File: config.mk
export PLATFORM = sky130hd
export DESIGN_NAME = writeback_unit_flat
export DESIGN_NICKNAME = d
export VERILOG_FILES = /design/src/rtl/writeback_unit_if.sv /design/src/rtl/writeback_unit.sv /design/src/flat_wrapper.sv
export SDC_FILE = /design/constraint.sdc
export NUM_CORES = 1
export LEC_CHECK = 0
export CAP_MARGIN = 5
export CORE_MARGIN = 2
export CORE_UTILIZATION = 40
export CTS_CLUSTER_SIZE = 14
export DETAILED_ROUTE_END_ITERATION = 8
export DONT_BUFFER_PORTS = 1
export GPL_ROUTABILITY_DRIVEN = 0
export PLACE_DENSITY = 0.61
export SETUP_SLACK_MARGIN = 0.1
export SLEW_MARGIN = 20
export SYNTH_ARGS = -nofsm -noshare
export SYNTH_HDL_FRONTEND = slang
export SYNTH_SLANG_ARGS = --single-unit
export TNS_END_PERCENT = 5
File: constraint.sdc
create_clock -name clk -period 2.4 [get_ports clk]
set_clock_uncertainty 0.2 [all_clocks]
set_input_delay 0.12 -clock clk [delete_from_list [all_inputs] [get_ports clk]]
set_output_delay 0.12 -clock clk [all_outputs]
set_load 0.05 [all_outputs]
File: src/rtl/writeback_unit_if.sv
// Write-back stage bus: retiring instruction, data-cache return, register file write port and stall.
interface writeback_unit_if #(
  parameter int N_Bits = 32,
  parameter int CNT_W  = 32
);
  logic              valid;
  logic              reg_write;
  logic [1:0]        result_src;
  logic [4:0]        rd;
  logic [2:0]        funct3;
  logic [N_Bits-1:0] alu_result;
  logic [N_Bits-1:0] pc_plus4;
  logic [N_Bits-1:0] mem_rdata;
  logic              mem_ready;
  logic [N_Bits-1:0] WD3;
  logic [4:0]        A3;
  logic              WE3;
  logic              stall;
  logic [CNT_W-1:0]  load_stall_cycles;

  modport master (
    output valid, reg_write, result_src, rd, funct3, alu_result, pc_plus4, mem_rdata, mem_ready,
    input  WD3, A3, WE3, stall, load_stall_cycles
  );

  modport slave (
    input  valid, reg_write, result_src, rd, funct3, alu_result, pc_plus4, mem_rdata, mem_ready,
    output WD3, A3, WE3, stall, load_stall_cycles
  );
endinterface

File: src/rtl/writeback_unit.sv
// RISC-V write-back stage: result select, load extension, miss stall and registered RF write port.
module writeback_unit #(
  parameter int N_Bits = 32,
  parameter int CNT_W  = 32
) (
  input logic              clk,
  input logic              rst,
  writeback_unit_if.slave  bus
);

  typedef enum logic {IDLE, WAIT_MEM} state_t;

  state_t            r_state, w_next;
  logic [4:0]        r_rd;
  logic [2:0]        r_funct3;
  logic [1:0]        r_off;
  logic              r_we;
  logic [N_Bits-1:0] r_WD3;
  logic [4:0]        r_A3;
  logic              r_WE3;
  logic [CNT_W-1:0]  r_cnt;

  logic              w_stall, w_capture, w_wr_en;
  logic [N_Bits-1:0] w_wr_data;
  logic [4:0]        w_wr_addr;

  // Byte/halfword lanes are picked from the aligned word by the address offset.
  function automatic logic [N_Bits-1:0] f_ext(input logic [N_Bits-1:0] d,
                                              input logic [2:0] f3,
                                              input logic [1:0] off);
    logic [7:0]  b;
    logic [15:0] h;
    b = d[{off, 3'b000} +: 8];
    h = d[{off[1], 4'b0000} +: 16];
    case (f3)
      3'b000:  f_ext = {{(N_Bits-8){b[7]}}, b};
      3'b001:  f_ext = {{(N_Bits-16){h[15]}}, h};
      3'b100:  f_ext = {{(N_Bits-8){1'b0}}, b};
      3'b101:  f_ext = {{(N_Bits-16){1'b0}}, h};
      default: f_ext = d;
    endcase
  endfunction

  always_comb begin
    w_next    = r_state;
    w_stall   = 1'b0;
    w_capture = 1'b0;
    w_wr_en   = 1'b0;
    w_wr_data = bus.alu_result;
    w_wr_addr = bus.rd;
    case (r_state)
      IDLE: begin
        if (bus.valid) begin
          if (bus.result_src == 2'b01) begin
            if (bus.mem_ready) begin
              w_wr_en   = bus.reg_write && (bus.rd != 5'd0);
              w_wr_data = f_ext(bus.mem_rdata, bus.funct3, bus.alu_result[1:0]);
            end else begin
              w_capture = 1'b1;
              w_stall   = 1'b1;
              w_next    = WAIT_MEM;
            end
          end else begin
            w_wr_en   = bus.reg_write && (bus.rd != 5'd0);
            w_wr_data = (bus.result_src == 2'b10) ? bus.pc_plus4 : bus.alu_result;
          end
        end
      end
      WAIT_MEM: begin
        w_stall   = !bus.mem_ready;
        w_wr_addr = r_rd;
        w_wr_data = f_ext(bus.mem_rdata, r_funct3, r_off);
        if (bus.mem_ready) begin
          w_wr_en = r_we && (r_rd != 5'd0);
          w_next  = IDLE;
        end
      end
      default: w_next = IDLE;
    endcase
  end

  always_ff @(posedge clk) begin
    if (rst) begin
      r_state  <= IDLE;
      r_rd     <= '0;
      r_funct3 <= '0;
      r_off    <= '0;
      r_we     <= 1'b0;
      r_WD3    <= '0;
      r_A3     <= '0;
      r_WE3    <= 1'b0;
      r_cnt    <= '0;
    end else begin
      r_state <= w_next;
      r_WE3   <= w_wr_en;
      if (w_wr_en) begin
        r_WD3 <= w_wr_data;
        r_A3  <= w_wr_addr;
      end
      if (w_capture) begin
        r_rd     <= bus.rd;
        r_funct3 <= bus.funct3;
        r_off    <= bus.alu_result[1:0];
        r_we     <= bus.reg_write;
      end
      if (w_stall && (r_cnt != '1))
        r_cnt <= r_cnt + CNT_W'(1);
    end
  end

  assign bus.stall             = w_stall && !rst;
  assign bus.WD3               = r_WD3;
  assign bus.A3                = r_A3;
  assign bus.WE3               = r_WE3;
  assign bus.load_stall_cycles = r_cnt;

endmodule

File: src/flat_wrapper.sv
// flat-port wrapper written by rule: the top's interface ports become plain ports
module writeback_unit_flat 
#(
  parameter int N_Bits = 32,
  parameter int CNT_W  = 32
)
  (clk, rst, bus_valid, bus_reg_write, bus_result_src, bus_rd, bus_funct3, bus_alu_result, bus_pc_plus4, bus_mem_rdata, bus_mem_ready, bus_WD3, bus_A3, bus_WE3, bus_stall, bus_load_stall_cycles);
  writeback_unit_if #(.N_Bits(N_Bits), .CNT_W(CNT_W)) bus_i ();
  input logic clk;
  input logic rst;
  input wire logic [$bits(bus_i.valid)-1:0] bus_valid;
  input wire logic [$bits(bus_i.reg_write)-1:0] bus_reg_write;
  input wire logic [$bits(bus_i.result_src)-1:0] bus_result_src;
  input wire logic [$bits(bus_i.rd)-1:0] bus_rd;
  input wire logic [$bits(bus_i.funct3)-1:0] bus_funct3;
  input wire logic [$bits(bus_i.alu_result)-1:0] bus_alu_result;
  input wire logic [$bits(bus_i.pc_plus4)-1:0] bus_pc_plus4;
  input wire logic [$bits(bus_i.mem_rdata)-1:0] bus_mem_rdata;
  input wire logic [$bits(bus_i.mem_ready)-1:0] bus_mem_ready;
  output wire logic [$bits(bus_i.WD3)-1:0] bus_WD3;
  output wire logic [$bits(bus_i.A3)-1:0] bus_A3;
  output wire logic [$bits(bus_i.WE3)-1:0] bus_WE3;
  output wire logic [$bits(bus_i.stall)-1:0] bus_stall;
  output wire logic [$bits(bus_i.load_stall_cycles)-1:0] bus_load_stall_cycles;
  assign bus_i.valid = bus_valid;
  assign bus_i.reg_write = bus_reg_write;
  assign bus_i.result_src = bus_result_src;
  assign bus_i.rd = bus_rd;
  assign bus_i.funct3 = bus_funct3;
  assign bus_i.alu_result = bus_alu_result;
  assign bus_i.pc_plus4 = bus_pc_plus4;
  assign bus_i.mem_rdata = bus_mem_rdata;
  assign bus_i.mem_ready = bus_mem_ready;
  assign bus_WD3 = bus_i.WD3;
  assign bus_A3 = bus_i.A3;
  assign bus_WE3 = bus_i.WE3;
  assign bus_stall = bus_i.stall;
  assign bus_load_stall_cycles = bus_i.load_stall_cycles;
  writeback_unit #(.N_Bits(N_Bits), .CNT_W(CNT_W)) u_core (.clk(clk), .rst(rst), .bus(bus_i));
endmodule
==> impl_results.md, run 1 <==
- Leak: between 2 and 3 nW
- Starting DRT DRC Count: approximately 700
- Routed WL per cell: 22.0 um
- DIE AREA: approximately 17000 sq um
- Least-Margin Pin Slew: 722 ps
- Worst-path fanout max: 24
- Synthesized area: approximately 6300 sq um
- Setup violators final: 0
- Die Ht: 129 um
- Final Cell Area: ~7600 sq um
- Final ANT Viol Nets: 0
- Critical Path RT: approximately 2500 ps
- Crit start category: primary input
- CTS Buf Count: 9
- Root Buffer Master: clkbuf_16
- DP Area: 6660 sq um
- Die X: 129 um
- First-pass GRT wire length: 37500 um
- Async set-reset flop share out of synthesis: 0%
- Area delta synth->final: 21.6%
- Worst path most repeated cell: dlygate4sd3_1
- Setup repair after global routing missed its margin: yes
- Register area share after synthesis: a little over a quarter
- Worst path slowest cell: dlygate4sd3_1
- Worst vdd ir: 0.333 mV
- Hpwl dp: around 16000 um
- Layout Nets: a little over 1000
- Syn Inst Count: around 850
- Synth Warn #: 0
- Vias per cell: ~6.3
- Worst Setup End Kind: flip-flop
- Clk slew on worst S/H paths: approximately 60 ps
- Ordered cell list for the critical path: dlygate4sd3_1, inv_1, nand2_2, o221ai_1, dlygate4sd3_1, nand2_1, a311oi_1
- Max Cap Violations: 0
- CTS Buffer Depth: 2
- Grt total ovfl: 0
- Vias in the first global route: roughly 6700
- Depth of the CTS H-tree: 3
- Critical Path AT: 2360 ps
- Hold WC Path Type: primary input to flip-flop
- Row count: between 40 and 50
- # IOs: ~180
- CP max stage delay: 710 ps
- Largest net degree at the start of global routing: 90
- CP Depth: 7
- CTS tree: yes
- Crit-path leading delay family: buffers and inverters
- Crit Path Category: primary input to flip-flop
- Share of layout cells above drive strength 1: ~14%
- R2R Path Start: u_core.bus.load_stall_cycles[0]
- Crit path launch: bus_funct3[1]
- Final WL: around 25000 um
- Cell variety after synth: 65
- First-pass DRT Iterations: 6
- EDFF count, synth: 0
- Fmax: between 400 and 500 MHz
- R2R Path End: u_core.bus.load_stall_cycles[20]
- Reg-to-reg slack, setup: between 100 and 150 ps
- Status: finished clean
- Fin. Hold Viols: 0
- Tot GR Track Use: slightly below 30%
- Setup_tns: 0 ps
- Drt drc: 0
- Critical path endpoint: u_core.bus.WD3[3]
- Ant diodes: 0
- CTS Sinks: roughly 80
- Antenna violations before repair: 1
- Floorplan core area: between 15000 and 20000 sq um
- Fin crit period: ~2300 ps
- Main synth FF type: dfxtp_1
- Power per cell area: roughly 470 nW/um^2
- Vias: 7149
- Slew HR: between 50% and 60%
- # fillers: 1523
- Final core occ: 49.8%
- Syn Area/Cell: 7.34 sq um
- Period utilization: 95.8%
- R2R depth: 7
- Port Buffers: 0
- Synthesized Nets: 964
- Crit path buffers/inverters: 3
- Slew Viols, Final: 0
- Clock Latency Late Sink: 350 ps
- Initial core utilization: between 40% and 50%
- #FFs+latches synth: 82
synthesized netlist by cell type, drive strengths merged (14+ instances only):
library cell  count  area, sq um
nor3             21          105
mux2             24          270
o21ai            46          230
dfxtp            82         1640
a21oi            85          425
nand3            24          120
nor2             89          334
o221ai           19          166
a31oi            27          169
o32ai            17          149
clkbuf           64          240
nand2            65          244
a211oi           27          203
inv              21         78.8
o211ai           22          165
nor2b            24          150
o22ai            14         87.6
mux2i            32          320
nand2b           31          194
worst min-delay path: cells and delay by family:
kind	cells	cell delay [ps]
AOI/OAI and AO/OA	3	280
and+or+nand+nor	1	90
area by class of cell:
class	count	area, sq um	area share (%)
Multi-Input combinational cell	673	4230	55.7
Sequential cell	82	1650	21.7
Timing Repair Buffer	124	1100	14.4
Tap cell	211	264	3.47
Clock buffer	10	229	3.01
Inverter	21	78.8	1.04
Clock inverter	6	48.8	0.642
flip-flops by register name, summed over array words and instances, names as in the netlist:
register	count
u_core.bus.A3	5
u_core.bus.WD3	32
u_core.bus.WE3	1
u_core.bus.load_stall_cycles	32
u_core.r_funct3	3
u_core.r_off	2
u_core.r_rd	5
u_core.r_state	1
u_core.r_we	1
through the flow:
stage / std cells / hold WS, ps / setup WS (ps) / power [mW]
after floorplan: 852 / 67.5 / -59.7 / 2.07
after CTS: 1123 / 0.460 / 109 / 3.59
after detailed placement: 1046 / -0.0269 / 121 / 2.13
after global routing: 1127 / 4.94 / 38.3 / 3.71
final: 1127 / 1.89 / 101 / 3.58
after global placement: 1046 / 6.37 / 158 / 2.13
per-layer routing:
layer / part of all wire (%) / track usage, %
met4: 4.6 / 14.2
met1: 38 / 35.0
met2: 45 / 45.7
met5: 0.069 / 0
met3: 12 / 10.9
power breakdown:
group	switching, mW	internal, mW
clock network	0.608	0.711
logic	0.374	0.289
registers	0.185	1.41
total	1.17	2.41
worst min-delay path by stage:
stage | from | cells after the start | to
floorplan | bus_reg_write | 2 | u_core.r_we
global placement | rst | 1 | u_core.bus.WD3[2]
detailed placement | rst | 1 | u_core.bus.WD3[2]
CTS | bus_mem_rdata[28] | 4 | u_core.bus.WD3[4]
global route | bus_mem_ready | 3 | u_core.bus.WD3[28]
finish | bus_alu_result[6] | 4 | u_core.bus.WD3[6]
layout by cell type, fill, tap and decap left out, types with 4 or more instances in the layout:
cell	n
o22ai_1	14
a31oi_1	27
o32ai_1	17
a2111oi_0	7
nand3_1	24
clkbuf_16	9
o211ai_1	22
a21oi_1	85
or3_1	8
and3_1	4
mux2_2	24
dfxtp_2	10
and4_1	4
nand2b_1	31
mux2i_1	32
nor3_1	21
o21ai_0	46
a21boi_0	5
nor2_1	89
inv_1	21
a22oi_1	8
dfxtp_1	72
a211oi_1	27
nor3b_1	5
or4_1	5
nor2b_1	24
nand2_1	64
a311oi_1	5
dlygate4sd3_1	60
o221ai_1	19
o31ai_1	6
buf_4	62
nand4_1	4
timing repair:
| action | 4_1_cts | 5_1_grt |
|---|---|---|
| resized for setup | 0 | 2 |
| endpoints found under the setup margin | 0 | 21 |
| setup buffers | 0 | 4 |
| endpoints found under the hold margin | 81 | 0 |
| hold buffers | 61 | 0 |
cell families (layout without fill, tap and decap cells):
| logic type | Yosys count | after routing | share of synthesized area (%) |
|---|---|---|---|
| muxes | 57 | 57 | 9.80 |
| buffers and inverters | 97 | 161 | 6.20 |
| xor gates and xnor gates | 1 | 1 | 0.140 |
| AOI/OAI and AO/OA | 310 | 310 | 33.1 |
| DFF | 82 | 82 | 26.3 |
| adders and majority gates | 1 | 1 | 0.200 |
| and+or+nand+nor | 304 | 304 | 24.3 |
Note: power is estimated with default switching activity, not from simulation.
==> inputs of run 2 (changes only) <==
--- a/config.mk
+++ b/config.mk
@@ -6,6 +6,7 @@
 export NUM_CORES = 1
 export LEC_CHECK = 0
 export CAP_MARGIN = 5
+export CORE_ASPECT_RATIO = 1.2
 export CORE_MARGIN = 2
 export CORE_UTILIZATION = 40
 export CTS_CLUSTER_SIZE = 14
@@ -13,6 +14,7 @@
 export DONT_BUFFER_PORTS = 1
 export GPL_ROUTABILITY_DRIVEN = 0
 export PLACE_DENSITY = 0.61
+export RECOVER_POWER = 50
 export SETUP_SLACK_MARGIN = 0.1
 export SLEW_MARGIN = 20
 export SYNTH_ARGS = -nofsm -noshare
==> impl_results.md, run 2 (synthesized netlist as in run 1, its figures left out) <==
- Status: finished, violations left
- Failing checks: negative hold slack
- Worst path slowest cell: dlygate4sd3_1
- Floorplan core area: 15500 sq um (+1.3%)
- Setup_tns: 0 ps (unchanged)
- First-pass GRT wire length: 38800 um (+3.5%)
- Cell Count, Final, Fillers Out: 1128 (+0.089%)
- CP max stage delay: 570 ps (-140 ps)
- CTS Sinks: 82 (unchanged)
- Most frequent cells in the layout: 89 x nor2_1, 85 x a21oi_1, 72 x dfxtp_1
- Area delta synth->final: 20.7%
- Slew HR: 46.5% (-4.9 points)
- Ant diodes: 0 (unchanged)
- Crit Path Category: flip-flop to flip-flop
- Period utilization: 96.9% (+1.1 points)
- Hold path depth: 4 (unchanged)
- Layout Nets: 1027 (+0.39%)
- Antenna violations before repair: 0 (-1)
- Vias: 7270 (+1.7%)
- Grt total ovfl: 0 (unchanged)
- Critical Path AT: 2400 ps (+40 ps)
- Port Buffers: 0 (unchanged)
- Hold WC Path Type: primary input to flip-flop
- Leak: 2.61 nW (-4.6%)
- Die Ht: 141 um (+9.2%)
- Depth of the CTS H-tree: 3 (unchanged)
- Starting DRT DRC Count: 779 (+11%)
- CTS Buf Count: 9 (unchanged)
- DIE AREA: 16700 sq um (about the same)
- Most common cell after layout, fill and taps aside: nor2_1
- Fin. Hold Viols: 1 (+1)
- Max Cap Violations: 0 (unchanged)
- Hold Path End: u_core.bus.WD3[5]
- Share of layout cells above drive strength 1: 10.8% (-3.6 points)
- Power per cell area: 486 nW/um^2 (+3.4%)
- Hold Crit Start: bus_mem_rdata[29]
- Worst Setup End Kind: flip-flop
- Setup repair after global routing missed its margin: yes
- R2R Path End: u_core.bus.WD3[5]
- Tot GR Track Use: 29.7% (+0.68 points)
- Hpwl dp: 16400 um (+2.7%)
- Pwr Total: 3.67 mW (+2.6%)
- Vias in the first global route: 6855 (+2.0%)
- Root Buffer Master: clkbuf_16
- Cells after DPL: 1045 (-0.096%)
- Critical Path RT: 2470 ps (about the same)
- Worst-path fanout max: 10 (-58%)
- Fin crit period: 2330 ps (+27.1 ps)
- Routed WL per cell: 22.5 um (+2.2%)
- R2R depth: 8 (+1)
- Worst path most repeated cell: buf_4
- Drt drc: 0 (unchanged)
- Crit start category: flip-flop
- Hold_ws: -1.04 ps (-2.93 ps)
- First-pass DRT Iterations: 6 (unchanged)
- R2R Path Start: u_core.r_off[0]
- Slew Viols, Final: 0 (unchanged)
- CTS Buffer Depth: 2 (unchanged)
- CTS tree: yes
- Fmax: 430 MHz (-1.2%)
- Worst vdd ir: 0.354 mV (+6.4%)
- Row count: 50 (+11%)
- Final WL: 25400 um (+2.3%)
- Initial core utilization: 40.5% (-0.51 points)
- Vias per cell: 6.45 (+1.6%)
- Largest net degree at the start of global routing: 93 (+3.3%)
- Clock Latency Late Sink: 360 ps (about the same)
- Final ANT Viol Nets: 0 (unchanged)
- Setup violators final: 0 (unchanged)
- # IOs: 182 (unchanged)
- Reg-to-reg slack, setup: 70 ps (-50 ps)
- Die X: 118 um (-8.4%)
- Clk slew on worst S/H paths: 70 ps (about the same)
- Least-Margin Pin Slew: 802 ps (+79.5 ps)
- Ordered cell list for the critical path: buf_4, nand2b_1, buf_4, nand2_1, a31oi_1, o221ai_1, dlygate4sd3_1, a311oi_1
run 2: worst max path at each step:
stage	from	endpoint	slack [ps]	depth (start not counted)
global route	u_core.r_off[0]	u_core.bus.WD3[4]	1	8
floorplan	u_core.bus.load_stall_cycles[18]	u_core.bus.load_stall_cycles[0]	-60	7
detailed placement	u_core.bus.load_stall_cycles[0]	u_core.bus.load_stall_cycles[30]	140	6
finish	u_core.r_off[0]	u_core.bus.WD3[5]	70	8
CTS	u_core.r_off[0]	u_core.bus.WD3[5]	120	8
global placement	u_core.bus.load_stall_cycles[0]	u_core.bus.load_stall_cycles[30]	160	6
run 2: final cells by class:
cell class,count,area [sq um]
inverter,21,78.8
clock buffer,9,225
clock inverter,7,66.3
sequential,82,1650
multi-input combinational,673,4230
tap,208,260
timing repair buffer,128,1030
fill,1583,7900
run 2: power breakdown:
group          internal [mW]  total, mW  switching, mW
combinational          0.297      0.672          0.375
sequential              1.41       1.60          0.187
clock                  0.731       1.40          0.670
run 2: stage by stage:
stage	setup WS, ps	cell area, sq um	util [%]
global route	0.969	7550	48.9
floorplan	-59.7	6270	-
finish	73.4	7550	48.9
CTS	121	7630	49.4
detailed placement	136	6680	43.2
global placement	156	6680	43.2
run 2: worst max-delay path: cells and delay by family, from the launching register on:
family	cells	cell delay, ps
AND/OR/NAND/NOR	2	230
buffers and inverters	3	930
AO/OA/AOI/OAI	3	570
flip-flops	1	310
run 2: layer usage:
metal / track usage, % / share of wire (%) / up-vias / routed length (um)
met5: 0 / 0 / - / 0
met4: 19.3 / 6.5 / 0 / 1660
met3: 9.06 / 10 / 113 / 2630
met2: 48.8 / 47 / 443 / 11900
met1: 33.4 / 36 / 3361 / 9210
li1: - / - / 3353 / -
run 2: repair_timing:
action | 4_1_cts | 5_1_grt
hold buffers | 65 | 2
endpoints found under the setup margin | 0 | 31
setup buffers | 0 | 0
resized for setup | 0 | 4
hold endpoints to repair | 82 | 6
